## src/rtl/scan_sequencer.sv

```systemverilog
// Channel-scan controller: steps a 3-bit index through the enabled bits of a latched
// 8-bit mask, holding each index for dwell+1 cycles, and wraps until stopped.
module scan_sequencer #(
    parameter int DWELL_W = 8
) (
    input  logic               clk,
    input  logic               rst,
    input  logic               start,
    input  logic               stop,
    input  logic [DWELL_W-1:0] dwell,
    input  logic [7:0]         mask,
    output logic [2:0]         sel,
    output logic               sel_valid,
    output logic               step,
    output logic               frame_done,
    output logic               busy
);

    typedef enum logic [0:0] {
        ST_IDLE = 1'b0,
        ST_SCAN = 1'b1
    } state_t;

    state_t             state_q, state_d;
    logic [DWELL_W-1:0] cnt_q, cnt_d;
    logic [DWELL_W-1:0] dwell_q, dwell_d;
    logic [7:0]         mask_q, mask_d;
    logic [2:0]         sel_q, sel_d;
    logic               sel_valid_q, sel_valid_d;
    logic               step_q, step_d;
    logic               frame_done_q, frame_done_d;
    logic               busy_q, busy_d;

    // Descending search so the lowest qualifying index is the one left standing.
    function automatic logic [2:0] lowest_set(input logic [7:0] m);
        logic [2:0] idx;
        idx = 3'd0;
        for (int i = 7; i >= 0; i--) begin
            if (m[i]) begin
                idx = 3'(i);
            end else begin
                idx = idx;
            end
        end
        return idx;
    endfunction

    // Returns {found, index} of the lowest set bit strictly above cur.
    function automatic logic [3:0] next_above(input logic [7:0] m, input logic [2:0] cur);
        logic [3:0] res;
        res = 4'd0;
        for (int i = 7; i >= 0; i--) begin
            if (m[i] && (3'(i) > cur)) begin
                res = {1'b1, 3'(i)};
            end else begin
                res = res;
            end
        end
        return res;
    endfunction

    logic [3:0] nxt_s;
    assign nxt_s = next_above(mask_q, sel_q);

    // Next-state and registered-output computation.
    always_comb begin
        state_d      = state_q;
        cnt_d        = cnt_q;
        dwell_d      = dwell_q;
        mask_d       = mask_q;
        sel_d        = sel_q;
        sel_valid_d  = sel_valid_q;
        busy_d       = busy_q;
        step_d       = 1'b0;
        frame_done_d = 1'b0;
        case (state_q)
            ST_IDLE: begin
                if (start && !stop && (mask != 8'h00)) begin
                    state_d     = ST_SCAN;
                    mask_d      = mask;
                    dwell_d     = dwell;
                    sel_d       = lowest_set(mask);
                    cnt_d       = '0;
                    sel_valid_d = 1'b1;
                    busy_d      = 1'b1;
                end else begin
                    state_d = ST_IDLE;
                end
            end
            ST_SCAN: begin
                if (stop) begin
                    state_d     = ST_IDLE;
                    sel_d       = 3'd0;
                    sel_valid_d = 1'b0;
                    busy_d      = 1'b0;
                    cnt_d       = '0;
                end else if (cnt_q != dwell_q) begin
                    cnt_d = cnt_q + DWELL_W'(1);
                end else begin
                    cnt_d  = '0;
                    step_d = 1'b1;
                    if (nxt_s[3]) begin
                        sel_d = nxt_s[2:0];
                    end else begin
                        sel_d        = lowest_set(mask_q);
                        frame_done_d = 1'b1;
                    end
                end
            end
            default: begin
                state_d     = ST_IDLE;
                sel_d       = 3'd0;
                sel_valid_d = 1'b0;
                busy_d      = 1'b0;
                cnt_d       = '0;
            end
        endcase
    end

    // State and output registers.
    always_ff @(posedge clk or posedge rst) begin
        if (rst) begin
            state_q      <= ST_IDLE;
            cnt_q        <= '0;
            dwell_q      <= '0;
            mask_q       <= 8'h00;
            sel_q        <= 3'd0;
            sel_valid_q  <= 1'b0;
            step_q       <= 1'b0;
            frame_done_q <= 1'b0;
            busy_q       <= 1'b0;
        end else begin
            state_q      <= state_d;
            cnt_q        <= cnt_d;
            dwell_q      <= dwell_d;
            mask_q       <= mask_d;
            sel_q        <= sel_d;
            sel_valid_q  <= sel_valid_d;
            step_q       <= step_d;
            frame_done_q <= frame_done_d;
            busy_q       <= busy_d;
        end
    end

    assign sel        = sel_q;
    assign sel_valid  = sel_valid_q;
    assign step       = step_q;
    assign frame_done = frame_done_q;
    assign busy       = busy_q;

endmodule

```

## config.mk

```make
export PLATFORM = sky130hd
export DESIGN_NAME = scan_sequencer
export DESIGN_NICKNAME = d
export VERILOG_FILES = /design/src/rtl/scan_sequencer.sv
export SDC_FILE = /design/constraint.sdc
export NUM_CORES = 1
export LEC_CHECK = 0
export ABC_AREA = 1
export BUFFER_PORTS_ARGS = -buffer_cell sky130_fd_sc_hd__buf_2
export CAP_MARGIN = 20
export CORE_MARGIN = 1.5
export CORE_UTILIZATION = 30
export DETAILED_ROUTE_END_ITERATION = 12
export GPL_ROUTABILITY_DRIVEN = 0
export PLACE_DENSITY = 0.46
export SYNTH_ARGS = -nofsm -noshare
export SYNTH_HDL_FRONTEND = slang
export SYNTH_SLANG_ARGS = --single-unit
```

## constraint.sdc

```tcl
create_clock -name clk -period 1.9 [get_ports clk]
set_clock_uncertainty 0.15 [all_clocks]
set_input_delay 0.285 -clock clk [delete_from_list [all_inputs] [get_ports clk]]
set_output_delay 0.285 -clock clk [all_outputs]
set_load 0.01 [all_outputs]
```

==> Yosys cells after proc, flatten, opt, wreduce, memory -nomap -nowiden <==
Cells that the tools add are included.
{ "totals": {"out_inout_bits": 7, "reg_bits": 31, "elab_cells": 83, "in_bits": 20} }
{ "classes": {"reduce_logical": 15, "muxes": 46, "eq_ne": 4, "add_sub_neg": 1, "order_cmp": 8, "n_bitwise": 1} }
{ "ops": {"columns": ["op", "n"], "rows": [
  ["$mux W3", 20],
  ["$mux W4", 8],
  ["$mux W8", 3],
  ["$pmux W8 S2", 1],
  ["$gt A3 B3 Y1 const A", 4],
  ["$mux W1", 11],
  ["$logic_and A1 B1 Y1", 10],
  ["$add A8 B1 Y8 const B", 1],
  ["$ne A8 B8 Y1", 1],
  ["$reduce_bool A8 Y1", 1],
  ["$gt A1 B3 Y1 const A", 2],
  ["$gt A2 B3 Y1 const A", 2],
  ["$pmux W3 S2", 1],
  ["$reduce_and A2 Y1", 3],
  ["$ne A2 B2 Y1 const B", 2],
  ["$pmux W1 S2", 2],
  ["$ne A3 B3 Y1 const B", 1],
  ["$logic_not A1 Y1", 1],
  ["$not A1 Y1", 1]
]} }

==> Longest topological paths before layout <==
Gate-level depths: netlist of the first run.
{ "logic_depth": {"ltp_word": 14, "depth_mapped": 11} }

==> Least setup slack after synthesis of the first run <==
OpenSTA, ideal clock, no wires.
{ "synth_timing": {"kind": "register to register", "from": "register sel_q[2] (netlist: sel[2])", "to": "register sel_q[2] (netlist: sel[2])", "setup_time_ps": 117, "path_stages_with_launch": 11, "required_ps": 1633, "path_slack_ps": 433, "arrival_ps": 1200, "synth_period_minus_slack_ps": 1467, "cell_sequence": "dfrtp_1 inv_2 nand3_1 nand2_1 nor2_1 and2_1 nand2_1 nand2_1 nand2_1 nand2_1 o21ai_2"} }
{ "synth_between": {"elab_chain_cells": 14, "elab_cells_between_ends": 28, "cone_classes": "8 x order compare; 12 x mux; 8 x reduce/logical"} }
{ "synth_lines": {"columns": ["item", "line", "source"], "rows": [
  ["start: declaration", "28", "logic [2:0] sel_q, sel_d;"],
  ["start signal: assignment", "137", "sel_q <= sel_d;"],
  ["$gt A3 B3 Y1", "53", "if (m[i] && (3'(i) > cur)) begin"],
  ["$logic_and A1 B1 Y1", "53", null],
  ["$mux W4 (7 in series)", "53", null],
  ["$mux W4 (*)", "53", null],
  ["$mux W3 (*)", "102", "if (nxt_s[3]) begin"],
  ["$mux W3 (*)", "97", "end else if (cnt_q != dwell_q) begin"],
  ["$mux W3 (*)", "91", "if (stop) begin"],
  ["$pmux W3 S2 (*)", "76", "case (state_q)"]
]} }
Every way passes the cells marked *; elsewhere a longest branch is shown, timed or not. The select of a mux whose other input is x is not followed.
A chain may end at the register's enable or synchronous reset.

==> Final worst setup path of the first run <==
Same ends and word-level chain as after synthesis.

==> results of run 1 <==
flip-flops by register name (all words and copies together) (netlist names):
| register | flops |
|---|---|
| sel | 3 |
| state_q | 1 |
| frame_done | 1 |
| busy | 1 |
| mask_q | 8 |
| step | 1 |
| cnt_q | 8 |
| dwell_q | 8 |
where the power goes:
group          switching (mW)  internal, mW  total, mW
logic                   0.324         0.220      0.544
clock network           0.266         0.330      0.595
registers               0.120         0.766      0.886
worst max path at each step:
stage               startpoint     end  cells after the start
floorplan               sel[2]  sel[2]                     10
global placement       mask[6]  sel[0]                      9
detailed placement     mask[6]  sel[2]                      9
CTS                   cnt_q[3]  sel[0]                      9
global route            sel[2]  sel[2]                     10
finish                  sel[2]  sel[2]                     10
logic make-up after synthesis:
family | synth area share
buffers and inverters | 0.0766
AND/OR/NAND/NOR | 0.351
XOR/XNOR | 0.0386
AO/OA/AOI/OAI | 0.0987
flip-flops | 0.428
adder cells (fa/ha/maj) | 0.00690
routing by layer:
layer	vias to the layer above	global-route usage
li1	837	-
met3	5	0.0360
met2	48	0.212
met1	708	0.219
met5	-	0
met4	0	0.0517
per-stage QoR:
stage	cell area, µm²	worst slack (ns)	cells	hold WS [ns]
finish	2150	0.278	354	0.0409
global route	2150	0.105	354	0.0389
CTS	2150	0.294	354	0.0317
detailed placement	2030	0.233	345	0.248
global placement	2030	0.248	345	0.251
floorplan	1810	0.433	245	0.239
final cells by class:
cell class	instances	area (µm²)	area share
repair buffers	29	155	0.0722
clock inverters	1	7.51	0.00349
clock buffers	7	96.3	0.0448
flip-flops and latches	31	776	0.361
well taps	75	93.8	0.0437
inverters	31	121	0.0565
multi-input cells	180	898	0.418
critical path, cell delays in order (launching register included):
cell and delay (ns):
dfrtp_1 0.48, nand3_1 0.15, nand2_1 0.08, nand2_1 0.07, nor2_1 0.13, and2_1 0.18
nand2_1 0.05, nand2_1 0.05, nand2_1 0.05, nand2_1 0.07, o21ai_2 0.05
layout by cell type (no fill, tap or decap), drive strengths merged, types with 6 or more instances in the layout:
| master | instances |
|---|---|
| nand3 | 15 |
| nor3 | 6 |
| nor2 | 22 |
| nand2 | 92 |
| clkbuf | 7 |
| buf | 28 |
| o21ai | 16 |
| dfrtp | 31 |
| inv | 30 |
| a21oi | 10 |
| xnor2 | 6 |
timing repair:
action,CTS,global route
resized for setup,0,0
setup buffers,0,0
hold buffers,1,0
endpoints found under the hold margin,31,0
==> flow_summary.json, run 1 <==
{
  "synth-seq-area-share": 0.428,
  "reg2reg_to": "sel[2]",
  "fillerInstances": 648,
  "drt_iter0_drc": 101,
  "syn-cell-area_um2": 1810,
  "power_mw": 2.03,
  "period_needed_ns": 1.62,
  "syn_to_final_growth_pct": 18.5,
  "drive_above_1_share": 0.201,
  "drt-pass1-iter-count": 4,
  "synth.area.top_cells": "dfrtp_1 43%, nand2_1 18%, inv_1 5.8%",
  "crit_fanout": 7,
  "p_leak_nw": 1.09,
  "synth_top_area_share": 0.428,
  "yosys-top-cells-count": "87 x nand2_1, 31 x dfrtp_1, 28 x inv_1",
  "synth_edf_count": 0,
  "clk_latency_ns": 0.29,
  "grt_start_max_net_pins": 32,
  "rsz0062_at_grt": "no",
  "clk_path_buf_depth": 2,
  "reg2reg_depth": 10,
  "top_layer_used": "met4",
  "grt_use_total": 0.149,
  "synth_seq_cells": 31,
  "vias": 1598,
  "holdPathStages": 3,
  "numCtsBuffers": 5,
  "wl_met3_um": 253,
  "grt_pass1_wl_um": 7290,
  "slew_headroom": 0.717,
  "cts_tree": "built",
  "routed_wl_um": 4280,
  "clock.fmax_mhz": 616,
  "core_region_area_um2": 5890,
  "die_w_um": 80.7,
  "nets": 299,
  "grt_pass1_vias": 1476,
  "drc_errors": 0,
  "holdCritStartpoint": "dwell[1]",
  "viasPerCell": 4.51,
  "powerDensity_nw_per_um2": 943,
  "slew_violations": 0,
  "yosys_warnings": 0,
  "synth_ff_type": "dfrtp_1",
  "ant_nets": 0,
  "antenna_found_initial": 0,
  "synth_top_cell_by_area": "dfrtp_1",
  "rrSetupSlack_ns": 0.28,
  "avgSynthCellArea_um2": 7.40,
  "port_buffers": 26,
  "tns_ns": 0,
  "period_share": 0.854,
  "synth_most_common_cell": "nand2_1",
  "min_to": "dwell_q[1]",
  "fp.dieArea_um2": 6520,
  "cts_root_buffer": "clkbuf_8",
  "hold_viol": 0,
  "maxCapViolations": 0,
  "r2r-start": "sel[2]",
  "synth_cell_types": 30,
  "wl_met2_um": 1680,
  "netlist_instances": 245,
  "path_class": "flip-flop to flip-flop",
  "dp_hpwl_um": 3120,
  "start_util": 0.308,
  "max-vdd-ir-drop_v": 0.000305,
  "num_rows": 28,
  "cp.arrival_ns": 1.64,
  "wl_met1_um": 2290,
  "ctsHtreeMaxLevel": 2,
  "n_antenna_cell": 0,
  "async_reset_ff_frac": 1.00,
  "clock-sinks": 31,
  "required_ns": 1.92,
  "grt_overflow_total": 0,
  "ios": 27,
  "setup_viol": 0,
  "run_status": "completed",
  "syn-num-nets": 266,
  "fin_util": 0.365,
  "worstSetupStartpointType": "flip-flop",
  "die_h_um": 80.7,
  "drt-wirelength-per-cell_um": 12.1,
  "endpoint_kind": "flip-flop",
  "hold_path_class": "primary input to flip-flop",
  "clkTransAtPathRegs_ns": 0.07,
  "tightest_slew_ns": 0.425
}
(Power assumes the default switching activity.)
==> run 2, diff against run 1 <==
--- a/config.mk
+++ b/config.mk
@@ -5,14 +5,13 @@
 export SDC_FILE = /design/constraint.sdc
 export NUM_CORES = 1
 export LEC_CHECK = 0
-export ABC_AREA = 1
 export BUFFER_PORTS_ARGS = -buffer_cell sky130_fd_sc_hd__buf_2
 export CAP_MARGIN = 20
 export CORE_MARGIN = 1.5
 export CORE_UTILIZATION = 30
 export DETAILED_ROUTE_END_ITERATION = 12
 export GPL_ROUTABILITY_DRIVEN = 0
-export PLACE_DENSITY = 0.46
+export PLACE_DENSITY = 0.47
 export SYNTH_ARGS = -nofsm -noshare
 export SYNTH_HDL_FRONTEND = slang
 export SYNTH_SLANG_ARGS = --single-unit
==> flow_summary.json, run 2 <==
{
  "run_status": "completed",
  "fp.dieArea_um2": 6350,
  "ctsHtreeMaxLevel": 2,
  "finalWorstSetupSlack_ns": 0.0106,
  "synth_edf_count": 0,
  "path_class": "primary input to flip-flop",
  "period_share": 0.994,
  "synth_top_family_by_area": "compound AO/OA/AOI/OAI gates",
  "hold_viol": 0,
  "tightest_slew_ns": 0.437,
  "synth.area.top_cells": "dfrtp_1 44%, mux2_2 8.3%, nand2_1 4.5%",
  "routed_wl_um": 4250,
  "synthMuxAreaShare": 0.0915,
  "cts_root_buffer": "clkbuf_8",
  "cpMaxStageDelayCell": "or4_4",
  "hold_path_class": "primary input to flip-flop",
  "slew_violations": 0,
  "core_region_area_um2": 5570,
  "start_util": 0.316,
  "ios": 27,
  "ant_nets": 0,
  "synth_top_area_share": 0.440,
  "clock-sinks": 31,
  "syn_to_final_growth_pct": 41.8,
  "synth-simple-area-share": 0.179,
  "nets": 274,
  "yosys-top-cells-count": "31 x dfrtp_1, 21 x nand2_1, 15 x nor2_1",
  "setup_viol": 0,
  "drt-pass1-iter-count": 4,
  "reg2reg_depth": 7,
  "clk_latency_ns": 0.28,
  "cts_tree": "built",
  "powerDensity_nw_per_um2": 826,
  "synth_compound_area_frac": 0.196,
  "slew_headroom": 0.701,
  "die_w_um": 79.7,
  "largestRegisters": "cnt_q x8, dwell_q x8, mask_q x8",
  "grt_pass1_vias": 1528,
  "synthAdderAreaFrac": 0.00709,
  "crit_fanout": 9,
  "holdPathStages": 2,
  "port_buffers": 26,
  "syn-cell-area_um2": 1760,
  "synth_most_common_cell": "dfrtp_1",
  "endpoint_kind": "flip-flop",
  "drt-wirelength-per-cell_um": 13.0,
  "syn-num-nets": 204,
  "fillerInstances": 548,
  "avgSynthCellArea_um2": 9.64,
  "crit_top_cell": "buf_4",
  "cp.arrival_ns": 1.91,
  "clkTransAtPathRegs_ns": 0.07,
  "grt_pass1_wl_um": 7170,
  "max-vdd-ir-drop_v": 0.000347,
  "num_rows": 27,
  "antenna_found_initial": 0,
  "synth_ff_type": "dfrtp_1",
  "layout_commonest_cell": "buf_4",
  "vias": 1561,
  "tns_ns": 0,
  "critical-path-max-stage-delay_ns": 0.53,
  "drive_above_1_share": 0.421,
  "viasPerCell": 4.79,
  "clk_path_buf_depth": 2,
  "worstSetupStartpointType": "primary input",
  "p_leak_nw": 1.19,
  "synth_xor_xnor_area_share": 0.0496,
  "drc_errors": 0,
  "required_ns": 1.92,
  "numCtsBuffers": 5,
  "rsz0062_at_grt": "yes",
  "n_antenna_cell": 0,
  "synth-seq-area-share": 0.440,
  "netlist_instances": 183,
  "synth_top_cell_by_area": "dfrtp_1",
  "drt_iter0_drc": 127,
  "die_h_um": 79.7,
  "dp_hpwl_um": 3210,
  "grt_overflow_total": 0,
  "async_reset_ff_frac": 1.00,
  "grt_use_total": 0.145,
  "pre_cts_ws_ns": -0.294,
  "yosys_warnings": 0,
  "period_needed_ns": 1.89,
  "grt_start_max_net_pins": 32,
  "synth_seq_cells": 31,
  "worstPathCellList": "buf_6, or4_4, buf_4, o31ai_4, buf_4, mux2_2",
  "clock.fmax_mhz": 529,
  "layout_common_cells": "37 x buf_4, 31 x dfrtp_1, 24 x buf_2, 20 x nand2_1, 15 x nor2_1",
  "maxCapViolations": 0,
  "synth_cell_types": 46
}
## run 2: cell count changes in the layout (fill, tap and decap cells not counted), moves of 5 or more
cell,previous run,this run
a31oi_1,0,6
buf_4,2,37
buf_6,0,8
inv_1,28,8
mux2_2,0,9
mux2_4,0,5
nand2_1,87,20
nand2b_1,0,6
nand3_1,13,3
nor3_1,6,1
o21ai_1,10,1
xor2_1,2,8
## run 2: repair_timing
action	CTS	global route
pin swaps	1	10
buffers inserted	1	2
hold buffers	1	0
endpoints found under the setup margin	2	16
hold endpoints to repair	31	0
resized for setup	1	22
## run 2: metrics by stage
stage / cell area (µm²) / power, mW / util / hold slack, ns / instances
final: 2500 / 2.07 / 0.449 / 0.0592 / 326
after global routing: 2500 / 2.19 / 0.449 / 0.0700 / 326
after CTS: 2400 / 2.03 / 0.431 / 0.0597 / 324
after detailed placement: 2270 / 1.44 / 0.408 / 0.244 / 314
after global placement: 2270 / 1.44 / 0.408 / 0.242 / 314
after floorplan: 1790 / 1.19 / - / 0.201 / 183
## run 2: report_power, final
part	leakage [nW]	switching (mW)	internal, mW
logic	0.746	0.297	0.343
clock network	0.0505	0.255	0.330
registers	0.389	0.0907	0.752
## run 2: worst max-delay path, delay by kind of cell
family                 cells  cell delay [ns]
buffers and inverters      3             0.48
AOI/OAI and AO/OA          1             0.26
and+or+nand+nor            1             0.53
muxes                      1             0.35
## run 2: kinds of logic after synthesis
logic type | after synthesis
AND/OR/NAND/NOR | 63
AO/OA/AOI/OAI | 48
flip-flops | 31
buffers and inverters | 16
multiplexers | 14
XOR/XNOR | 10
adder cells (fa/ha/maj) | 1
## run 2: routing by layer
metal,global-route usage,share of wire
met1,0.216,0.52
met2,0.208,0.43
met3,0.0297,0.041
met4,0.0439,0.014
met5,0,0
## run 2: final cells by class
class	instances	area [µm²]	area share
Multi-Input combinational cell	136	998	0.399
Sequential cell	31	776	0.310
Timing Repair Buffer	70	498	0.199
Clock buffer	7	96.3	0.0385
Tap cell	72	90.1	0.0360
Inverter	9	36.3	0.0145
Clock inverter	1	7.51	0.00300
## run 2: path summary, 6_finish.rpt
| kind | startpoint | to | slack [ns] |
|---|---|---|---|
| worst max-delay path | mask[7] | dwell_q[4] | 0.01 |
| worst min-delay path | stop | state_q | 0.06 |
| worst max register to register | dwell_q[4] | sel[0] | 0.04 |
| worst min register to register | busy | busy | 0.37 |
| max in group asynchronous | rst | frame_done | 0.83 |
| min in group asynchronous | rst | dwell_q[7] | 0.48 |
